`src/rtl/adder_pkg.sv`:
```
// -----------------------------------------------------------------------------
// adder_pkg
// Shared constants and helpers for the chunked pipelined adder.
//   DEFAULT_WIDTH : default operand/sum width in bits
//   DEFAULT_CHUNK : default number of bits added per pipeline stage
//   stage_count() : pipeline depth for a given width and chunk size
// -----------------------------------------------------------------------------
package adder_pkg;

  localparam int DEFAULT_WIDTH = 32;
  localparam int DEFAULT_CHUNK = 8;

  // Returns WIDTH/CHUNK. Degenerate arguments return 1 so that array
  // declarations stay legal long enough for the parameter check in the
  // top module to report a readable elaboration error.
  function automatic int stage_count(input int width, input int chunk);
    if (chunk <= 0 || width < chunk) begin
      return 1;
    end
    return width / chunk;
  endfunction

endpackage

```
`src/rtl/adder_chunk.sv`:
```
// -----------------------------------------------------------------------------
// adder_chunk
// Purely combinational CHUNK-bit adder slice.
//   i_a, i_b : CHUNK-bit operand slices
//   i_cin    : carry into bit 0 of the slice
//   o_sum    : CHUNK-bit sum slice
//   o_cout   : carry out of the slice MSB
//   o_c_msb  : carry into the slice MSB (used for two's-complement overflow)
// -----------------------------------------------------------------------------
module adder_chunk #(
  parameter int CHUNK = 8
) (
  input  logic [CHUNK-1:0] i_a,
  input  logic [CHUNK-1:0] i_b,
  input  logic             i_cin,
  output logic [CHUNK-1:0] o_sum,
  output logic             o_cout,
  output logic             o_c_msb
);

  logic [CHUNK:0] w_full;

  assign w_full  = {1'b0, i_a} + {1'b0, i_b} + {{CHUNK{1'b0}}, i_cin};
  assign o_sum   = w_full[CHUNK-1:0];
  assign o_cout  = w_full[CHUNK];
  // The sum bit is a ^ b ^ carry_in at every position, so the carry into
  // the MSB falls out of the MSB sum bit without a second adder; this also
  // holds for CHUNK = 1, where it reduces to i_cin.
  assign o_c_msb = o_sum[CHUNK-1] ^ i_a[CHUNK-1] ^ i_b[CHUNK-1];

endmodule

```
`src/rtl/pipelined_adder.sv`:
```
// -----------------------------------------------------------------------------
// pipelined_adder
// WIDTH-bit adder split into STAGES = WIDTH/CHUNK register stages. Stage k
// adds operand bits [k*CHUNK +: CHUNK] with the carry registered by stage
// k-1 (stage 0 uses cin). Unconsumed operand bits travel with each stage and
// finished sum chunks are carried forward unchanged. One global advance
// signal stalls the whole pipeline under output backpressure.
//   clk       : clock, rising edge
//   rst       : asynchronous active-high reset (clears valid bits and outputs)
//   in_valid  : a, b, cin valid this cycle
//   in_ready  : operands accepted this cycle (= !out_valid || out_ready)
//   a, b      : WIDTH-bit operands
//   cin       : carry into bit 0
//   out_valid : sum, cout, ovf hold a result
//   out_ready : consumer takes the result this cycle
//   sum       : (a + b + cin) mod 2^WIDTH
//   cout      : carry out of bit WIDTH-1
//   ovf       : two's-complement overflow
// -----------------------------------------------------------------------------
module pipelined_adder
  import adder_pkg::*;
#(
  parameter int WIDTH = DEFAULT_WIDTH,
  parameter int CHUNK = DEFAULT_CHUNK
) (
  input  logic             clk,
  input  logic             rst,
  input  logic             in_valid,
  output logic             in_ready,
  input  logic [WIDTH-1:0] a,
  input  logic [WIDTH-1:0] b,
  input  logic             cin,
  output logic             out_valid,
  input  logic             out_ready,
  output logic [WIDTH-1:0] sum,
  output logic             cout,
  output logic             ovf
);

  localparam int STAGES = stage_count(WIDTH, CHUNK);

  if (CHUNK < 1 || WIDTH < CHUNK || (WIDTH % CHUNK) != 0) begin : g_param_err
    $error("pipelined_adder: WIDTH must be a positive multiple of CHUNK");
  end

  // Per-stage state. Only the valid bits carry a reset; operands, partial
  // sums and carries are don't-care whenever their valid bit is low.
  logic             r_vld [STAGES];
  logic [WIDTH-1:0] r_a   [STAGES];
  logic [WIDTH-1:0] r_b   [STAGES];
  logic [WIDTH-1:0] r_sum [STAGES];
  logic             r_cy  [STAGES];

  // Output registers, reset so the result ports read zero after reset.
  logic [WIDTH-1:0] r_sum_o;
  logic             r_cout_o;
  logic             r_ovf_o;

  logic w_adv;

  // Whole pipeline moves together; the output slot frees up either because
  // it is empty or because the consumer is taking it this cycle.
  assign w_adv     = !r_vld[STAGES-1] || out_ready;
  assign in_ready  = w_adv;
  assign out_valid = r_vld[STAGES-1];
  assign sum       = r_sum_o;
  assign cout      = r_cout_o;
  assign ovf       = r_ovf_o;

  for (genvar k = 0; k < STAGES; k++) begin : g_stage
    logic [WIDTH-1:0] w_a_src;
    logic [WIDTH-1:0] w_b_src;
    logic [WIDTH-1:0] w_sum_src;
    logic [WIDTH-1:0] w_sum_nx;
    logic             w_cin_src;
    logic             w_vld_src;
    logic [CHUNK-1:0] w_s;
    logic             w_co;
    logic             w_c_msb;

    // ---- stage k input: external operands for k = 0, else stage k-1 ----
    if (k == 0) begin : g_first
      assign w_a_src   = a;
      assign w_b_src   = b;
      assign w_sum_src = '0;
      assign w_cin_src = cin;
      assign w_vld_src = in_valid;
    end else begin : g_next
      assign w_a_src   = r_a[k-1];
      assign w_b_src   = r_b[k-1];
      assign w_sum_src = r_sum[k-1];
      assign w_cin_src = r_cy[k-1];
      assign w_vld_src = r_vld[k-1];
    end

    adder_chunk #(
      .CHUNK(CHUNK)
    ) u_chunk (
      .i_a    (w_a_src[k*CHUNK +: CHUNK]),
      .i_b    (w_b_src[k*CHUNK +: CHUNK]),
      .i_cin  (w_cin_src),
      .o_sum  (w_s),
      .o_cout (w_co),
      .o_c_msb(w_c_msb)
    );

    // Lower chunks pass through untouched; this stage fills in chunk k.
    always_comb begin
      w_sum_nx                    = w_sum_src;
      w_sum_nx[k*CHUNK +: CHUNK]  = w_s;
    end

    // ---- stage k register boundary ----
    always_ff @(posedge clk or posedge rst) begin
      if (rst) begin
        r_vld[k] <= 1'b0;
      end else if (w_adv) begin
        r_vld[k] <= w_vld_src;
      end
    end

    always_ff @(posedge clk) begin
      if (w_adv) begin
        r_a[k]   <= w_a_src;
        r_b[k]   <= w_b_src;
        r_sum[k] <= w_sum_nx;
        r_cy[k]  <= w_co;
      end
    end

    // The final stage also loads the reset-able output registers. Loading
    // only on a valid result keeps bubbles from disturbing the last value.
    if (k == STAGES - 1) begin : g_last
      always_ff @(posedge clk or posedge rst) begin
        if (rst) begin
          r_sum_o  <= '0;
          r_cout_o <= 1'b0;
          r_ovf_o  <= 1'b0;
        end else if (w_adv && w_vld_src) begin
          r_sum_o  <= w_sum_nx;
          r_cout_o <= w_co;
          r_ovf_o  <= w_co ^ w_c_msb;
        end
      end
    end
  end

endmodule

```
`config.mk`:
```
export PLATFORM = sky130hd
export DESIGN_NAME = pipelined_adder
export DESIGN_NICKNAME = d
export VERILOG_FILES = /design/src/rtl/adder_pkg.sv /design/src/rtl/adder_chunk.sv /design/src/rtl/pipelined_adder.sv
export SDC_FILE = /design/constraint.sdc
export NUM_CORES = 1
export LEC_CHECK = 0
export ABC_AREA = 1
export BUFFER_PORTS_ARGS = -buffer_cell sky130_fd_sc_hd__buf_2
export CAP_MARGIN = 25
export CORE_UTILIZATION = 57
export DETAILED_ROUTE_END_ITERATION = 16
export PLACE_DENSITY_LB_ADDON = 0.3
export SYNTH_ARGS = -nofsm -noshare
export SYNTH_HDL_FRONTEND = slang
export SYNTH_SLANG_ARGS = --single-unit
```
`constraint.sdc`:
```
create_clock -name clk -period 5.3 [get_ports clk]
set_clock_uncertainty 0.2 [all_clocks]
set_input_delay 0.265 -clock clk [delete_from_list [all_inputs] [get_ports clk]]
set_output_delay 0.265 -clock clk [all_outputs]
set_load 0.01 [all_outputs]
```
==> results by group, run 1 <==
Placed design
  • Final HPWL DP: 7286 um
  • Final Wtd Congestion: 0.7688
  • I/O Buffers: 104

Worst hold path
  • Hold Path Sink: r_sum[0][0]$_DFFE_PN_
  • Hold wc startpoint: a[0]
  • Hold Crit Class: in2reg
  • Hold Crit Depth: 2

Setup path
  • Worst path arrival time: 2.57 ns
  • FF-to-FF End: r_cy[1]$_DFFE_PN_
  • CP startpoint: out_ready
  • Crit-path max FO: 96
  • Top cell by count, worst path: buf_2
  • CP startpoint kind: primary input
  • Critical path class: in2out
  • CP endpoint kind: output pin
  • Worst R2R Setup Slack: 2.87 ns
  • Worst R2R Path Depth: 4
  • Required time worst endpoint: 4.84 ns
  • Critical path's largest stage delay: 0.70 ns
  • CP max stage cell: buf_4
  • RR Startpoint: out_valid$_DFFE_PP0N_
  • CP Cell Sequence: dlygate4sd3_1, buf_2, nor2_2, inv_6, buf_4, buf_2

CTS
  • Clock net sink count: 185
  • Worst-path clk slew: 0.06 ns
  • Num CTS Buffers: 17
  • Post-CTS setup buffers: 0
  • Bufs on Longest Clock Path: 2
  • Hold-fix buffers, CTS: 52
  • CTS tree: done
  • CTS HTree Levels: 4
  • Skew-Pair Late Insertion Delay: 0.43 ns
  • Clock tree root buffer cell: clkbuf_16
  • CTS-repair resized insts: 0

Floorplan
  • Die W: 114.6 um
  • Die height: 114.6 um
  • Site row count: 40
  • IO Count: 105
  • Initial core utilization: 59.22%
  • Die area: 13140 um^2
  • Core region area: 12210 um^2

STA
  • RSZ-0062 raised after global routing: false
  • Post-layout min period: 3.039 ns
  • F_max: 329.0 MHz
  • Fin. max-slew vios: 0
  • Final setup viols: 0
  • Worst-Margin Slew: 0.8118 ns
  • Fin Hold WS: 0.02705 ns
  • Final hold violation count: 0
  • Slew HR: 45.88%
  • Period utilization: 57.35%
  • Final TNS setup: 0 ns

Run status
  • Outcome: finished clean

Logic synthesis
  • Synth area leaders: edfxtp_1 (61%), dfrtp_1 (13%), nand2_1 (6.4%), ha_1 (4.8%), fa_1 (2.2%)
  • Post-Syn Area: 7232 um^2
  • Synth async-reset ratio: 20.54%
  • Main synth FF type: edfxtp_1
  • Most frequent cell after synthesis: edfxtp_1
  • Unique masters post-synth: 33
  • Seq/Total Area, Yosys: 74.19%
  • Number of synthesized flops with an enable pin: 147
  • Syn Area/Cell: 14.38 um^2
  • Synth Register Bits: 185
  • Synth cell count leaders: edfxtp_1 (147), nand2_1 (124), inv_1 (42)
  • Syn. warnings: 0
  • Gate Count Post-Synth: 503
  • Syn nets: 608
  • Synth area leader: edfxtp_1
  • Yosys top cell area share: 61.04%

Power
  • PD cells: 556.1 nW/um^2
  • Net Sw Frac: 30.94%
  • Power Internal: 0.003492 W
  • Switch Pwr: 0.001564 W
  • Leakage: 3.962 nW
  • Largest vdd supply drop: 278.5 uV
  • Comb pwr share: 26.8%
  • Clock share of power: 25.5%
  • Sequential power share: 47.8%

Detailed routing
  • DR iter-0 viols: 234
  • Met2 wire length: 6714 um
  • Residual DRC: 0
  • Vias per inst: 5.007
  • Drt wl/cell: 14.60 um
  • Met3 routed WL: 585 um
  • Routed Antenna Nets: 0
  • Total Wirelength: 12510 um
  • WL met1: 4838 um
  • Top sig layer: met4
  • Pre-antenna DRT Iters: 4
  • Total vias in the final route: 4291

Global route
  • Total grt overflow: 0
  • Initial antenna violation count: 1
  • Total GRT Usage: 20.86%
  • Vias in the first global route: 4417
  • First-pass GRT wire length: 19880 um
  • Largest net degree at the start of global routing: 97

Layout
  • Fin nets: 780
  • Area grow syn2layout: 25.71%
  • Share of layout cells above drive strength 1: 22.09%

Flow run
  • Total of max-cap violations: 0
kinds of logic after synthesis:
kind of cell | after synthesis | share of synthesized area (%)
AOI/OAI and AO/OA | 49 | 3.997
adders and majority gates | 36 | 7.059
xor gates and xnor gates | 23 | 2.785
DFF | 185 | 74.19
buffers and inverters | 50 | 2.837
and+or+nand+nor | 160 | 9.135
state kept, by name, summed over array words and instances (netlist names), 3 cells and up:
name,cells
r_cy,3
r_a,48
sum,32
r_b,48
r_sum,48
g_stage.w_vld_src,3
critical path: cells and delay by family:
family	cells	cell delay, ns
buffers and inverters	5	2.16
and+or+nand+nor	1	0.07
how the worst max path moves through the flow:
stage	end	depth (start not counted)
5_1_grt	in_ready	5
6_report	in_ready	6
4_1_cts	in_ready	6
3_3_place_gp	in_ready	5
2_1_floorplan	r_a[0][10]$_DFFE_PN_	3
3_5_place_dp	in_ready	5
layer usage:
layer / track usage, % / up-vias
met3: 6.035 / 27
met5: 0 / -
met4: 11.00 / 0
met1: 21.82 / 2063
met2: 37.90 / 115
li1: - / 2086
power groups by stage:
stage | Sequential [W] | Clock, W | Combinational [W]
floorplan | 0.00249 | 0 | 0.000890
detailed placement | 0.00244 | 0 | 0.00131
finish | 0.00242 | 0.00129 | 0.00135
global route | 0.00246 | 0.00137 | 0.00154
CTS | 0.00242 | 0.00131 | 0.00136
global placement | 0.00241 | 0 | 0.00126
cell type report:
| type | instances | area [um^2] |
|---|---|---|
| clock buffer | 17 | 425.4 |
| sequential | 185 | 5365 |
| clock inverter | 15 | 186.4 |
| tap | 168 | 210.2 |
| timing repair buffer | 160 | 1074 |
| fill | 772 | 3120 |
| multi-input combinational | 268 | 1662 |
| inverter | 43 | 166.4 |
| antenna | 1 | 2.502 |
placed cells by master (no fill, tap or decap), types with 2 or more instances in the layout:
cell / instances
edfxtp_1: 147
nand2_1: 124
buf_2: 104
dlygate4sd3_1: 53
inv_1: 40
dfrtp_1: 38
ha_1: 28
a21oi_1: 24
clkbuf_16: 17
xor2_1: 16
nand3_1: 10
nor2_1: 10
o21ai_0: 9
fa_1: 8
xnor2_1: 7
inv_6: 5
o211ai_1: 4
clkinvlp_4: 4
nor2_2: 3
nor3_1: 3
o21ai_1: 3
nand3_2: 3
bufinv_16: 3
buf_4: 3
o211ai_2: 2
nand4_1: 2
clkinv_1: 2
nand2_2: 2
or2_1: 2
a31oi_1: 2
inv_8: 2
through the flow:
step                instance area [um^2]  power, W  util (%)  worst slack (ns)  std cells
finish                              9091  0.005056     74.45             2.261        857
global route                        9091  0.005371     74.45             2.111        857
CTS                                 9079  0.005083     74.34             2.282        855
detailed placement                  7946  0.003752     65.07             2.763        771
global placement                    7946  0.003667     65.07             2.824        771
floorplan                           7232  0.003378         -             1.127        503
No activity file was read; power rests on OpenSTA's default activity.
==> run 2: changes to the inputs <==
--- a/config.mk
+++ b/config.mk
@@ -8,7 +8,7 @@
 export ABC_AREA = 1
 export BUFFER_PORTS_ARGS = -buffer_cell sky130_fd_sc_hd__buf_2
 export CAP_MARGIN = 25
-export CORE_UTILIZATION = 57
+export CORE_UTILIZATION = 51
 export DETAILED_ROUTE_END_ITERATION = 16
 export PLACE_DENSITY_LB_ADDON = 0.3
 export SYNTH_ARGS = -nofsm -noshare
==> constraint.sdc (replaced) <==
create_clock -name clk -period 2.5 [get_ports clk]
set_clock_uncertainty 0.2 [all_clocks]
set_input_delay 0.125 -clock clk [delete_from_list [all_inputs] [get_ports clk]]
set_output_delay 0.125 -clock clk [all_outputs]
set_load 0.01 [all_outputs]
==> run 2 against run 1 <==
Sequential cell count stayed put. Count of clock-buffer cells in the layout up 6. Clock power grew 100%. Routed wire length down 3.6%. Power up 110%. Worst hold slack gained 0.0084 ns.
==> results by group, run 2 (synthesis gave the netlist of run 1 again) <==
Floorplan
  • Die W: 121.1 um
  • IO Count: 105
  • Die area: 14660 um^2
  • Site row count: 43
  • Die height: 121.1 um
  • Initial core utilization: 52.10%
  • Core region area: 13880 um^2

Detailed routing
  • Total vias in the final route: 4269
  • Total Wirelength: 12060 um
  • Residual DRC: 0
  • Routed Antenna Nets: 0
  • Vias per inst: 4.868
  • Drt wl/cell: 13.75 um
  • Pre-antenna DRT Iters: 4
  • DR iter-0 viols: 276

STA
  • Post-layout min period: 2.374 ns
  • Worst-Margin Slew: 0.6295 ns
  • Slew HR: 57.97%
  • Final setup viols: 0
  • Period utilization: 94.97%
  • Fin. max-slew vios: 0
  • Final hold violation count: 0
  • F_max: 421.2 MHz
  • Final TNS setup: 0 ns
  • RSZ-0062 raised after global routing: false

CTS
  • Clock net sink count: 185
  • Skew-Pair Late Insertion Delay: 0.42 ns
  • Num CTS Buffers: 17
  • Clock tree root buffer cell: clkbuf_16
  • Worst-path clk slew: 0.06 ns
  • CTS HTree Levels: 4
  • Post-CTS setup buffers: 0
  • CTS tree: done
  • Bufs on Longest Clock Path: 2

Setup path
  • Crit-path max FO: 1
  • Top cell by count, worst path: dlygate4sd3_1
  • Critical path's largest stage delay: 0.57 ns
  • Critical path class: in2reg
  • RR Startpoint: r_b[0][8]$_DFFE_PN_
  • CP Cell Sequence: dlygate4sd3_1, buf_2, ha_1, dlygate4sd3_1, a21oi_1, dlygate4sd3_1, o211ai_1
  • CP max stage cell: dlygate4sd3_1
  • CP startpoint: b[7]
  • Worst path arrival time: 2.32 ns
  • CP startpoint kind: primary input
  • Required time worst endpoint: 2.45 ns
  • CP endpoint kind: register

Power
  • Net Sw Frac: 30.32%
  • Switch Pwr: 0.003223 W
  • Power Internal: 0.007407 W
  • Clock share of power: 24.8%
  • Sequential power share: 48.0%
  • Total power: 0.01063 W
  • PD cells: 1156 nW/um^2
  • Largest vdd supply drop: 579.4 uV
  • Comb pwr share: 27.2%
  • Leakage: 4.006 nW

Layout
  • Seq. cell area: 5365 um^2
  • Area of the multi-input gates: 1667 um^2
  • # diodes: 0
  • Fin nets: 789
  • Biggest regs: r_a (48), r_b (48), r_sum (48)
  • Leading cell types in the layout, fill and taps excluded: edfxtp_1 (147), nand2_1 (124), buf_2 (104), dlygate4sd3_1 (60), inv_1 (39)
  • Most common cell after layout, fill and taps aside: edfxtp_1
  • Number of fillers in the final layout: 985
  • Share of layout cells above drive strength 1: 22.24%
  • Area grow syn2layout: 27.20%
  • Core Util, Final: 66.27%

Worst hold path
  • Hold wc startpoint: a[1]
  • Hold Crit Class: in2reg

Global route
  • Total grt overflow: 0
  • First-pass GRT wire length: 19640 um
  • Largest net degree at the start of global routing: 113
  • Initial antenna violation count: 0
  • Vias in the first global route: 4262
  • Total GRT Usage: 18.19%

Placed design
  • I/O Buffers: 104
  • Final HPWL DP: 7485 um
  • Final Wtd Congestion: 0.8253

Flow run
  • Total of max-cap violations: 0

Run status
  • Outcome: finished clean
[run 2: cell types whose count changed in the layout (fill, tap and decap cells not counted), moves of 2 or more]
cell | before | now
clkbuf_16 | 17 | 19
dlygate4sd3_1 | 53 | 60
clkinv_4 | 0 | 2
clkbuf_8 | 0 | 3
bufinv_16 | 3 | 1
inv_6 | 5 | 0
clkinv_2 | 1 | 3
inv_8 | 2 | 0
[run 2: path summary, 6_finish.rpt]
path | cells after the start | slack, ns | end
setup / recovery | 7 | 0.13 | r_cy[0]$_DFFE_PN_
max in group asynchronous | 5 | 1.02 | sum[24]$_DFFE_PP0P_
hold / removal | 4 | 0.04 | r_sum[0][1]$_DFFE_PN_
setup reg to reg | 12 | 0.29 | r_cy[1]$_DFFE_PN_
min in group asynchronous | 4 | 0.56 | sum[0]$_DFFE_PP0P_
hold reg to reg | 0 | 0.21 | r_sum[2][13]$_DFFE_PN_
[run 2: metrics by stage]
| stage | worst slack [ns] | hold slack (ns) | std cells | area, um^2 |
|---|---|---|---|---|
| after floorplan | -0.9421 | 0.02387 | 503 | 7241 |
| after global placement | 0.3370 | -0.1107 | 785 | 7993 |
| after detailed placement | 0.2948 | -0.09793 | 785 | 7993 |
| after CTS | 0.2293 | 0.002481 | 877 | 9199 |
| after global routing | 0.07464 | 0.03572 | 877 | 9199 |
| final | 0.1258 | 0.03544 | 877 | 9199 |
[run 2: worst max-delay path, delay by kind of cell]
family | cells | cell delay (ns)
buffers and inverters | 4 | 1.80
AOI/OAI and AO/OA | 2 | 0.23
adders and majority gates | 1 | 0.17
[run 2: power by group through the flow]
stage / Clock [W] / Sequential [W] / Combinational [W]
global route: 0.00282 / 0.00522 / 0.00332
CTS: 0.00271 / 0.00512 / 0.00292
floorplan: 0 / 0.00525 / 0.00189
global placement: 0 / 0.00511 / 0.00272
detailed placement: 0 / 0.00517 / 0.00282
finish: 0.00263 / 0.00510 / 0.00289
[run 2: timing repair]
item | in CTS | in global routing
hold buffers | 60 | 0
endpoints found under the hold margin | 93 | 0
gates resized for setup | 0 | 0
[run 2: per-layer routing]
| layer | vias to the layer above | wire [um] | global-route usage [%] |
|---|---|---|---|
| li1 | 2099 | - | - |
| met1 | 2033 | 4761 | 19.54 |
| met2 | 113 | 6333 | 31.50 |
| met3 | 24 | 637 | 5.874 |
| met4 | 0 | 324 | 10.26 |
| met5 | - | 0 | 0 |
[run 2: area by class of cell]
class / count / area share (%)
clock buffer: 23 / 5.658
clock inverter: 9 / 0.9249
inverter: 43 / 1.795
multi-input combinational: 268 / 18.12
sequential: 185 / 58.32
tap: 180 / 2.448
timing repair buffer: 169 / 12.73
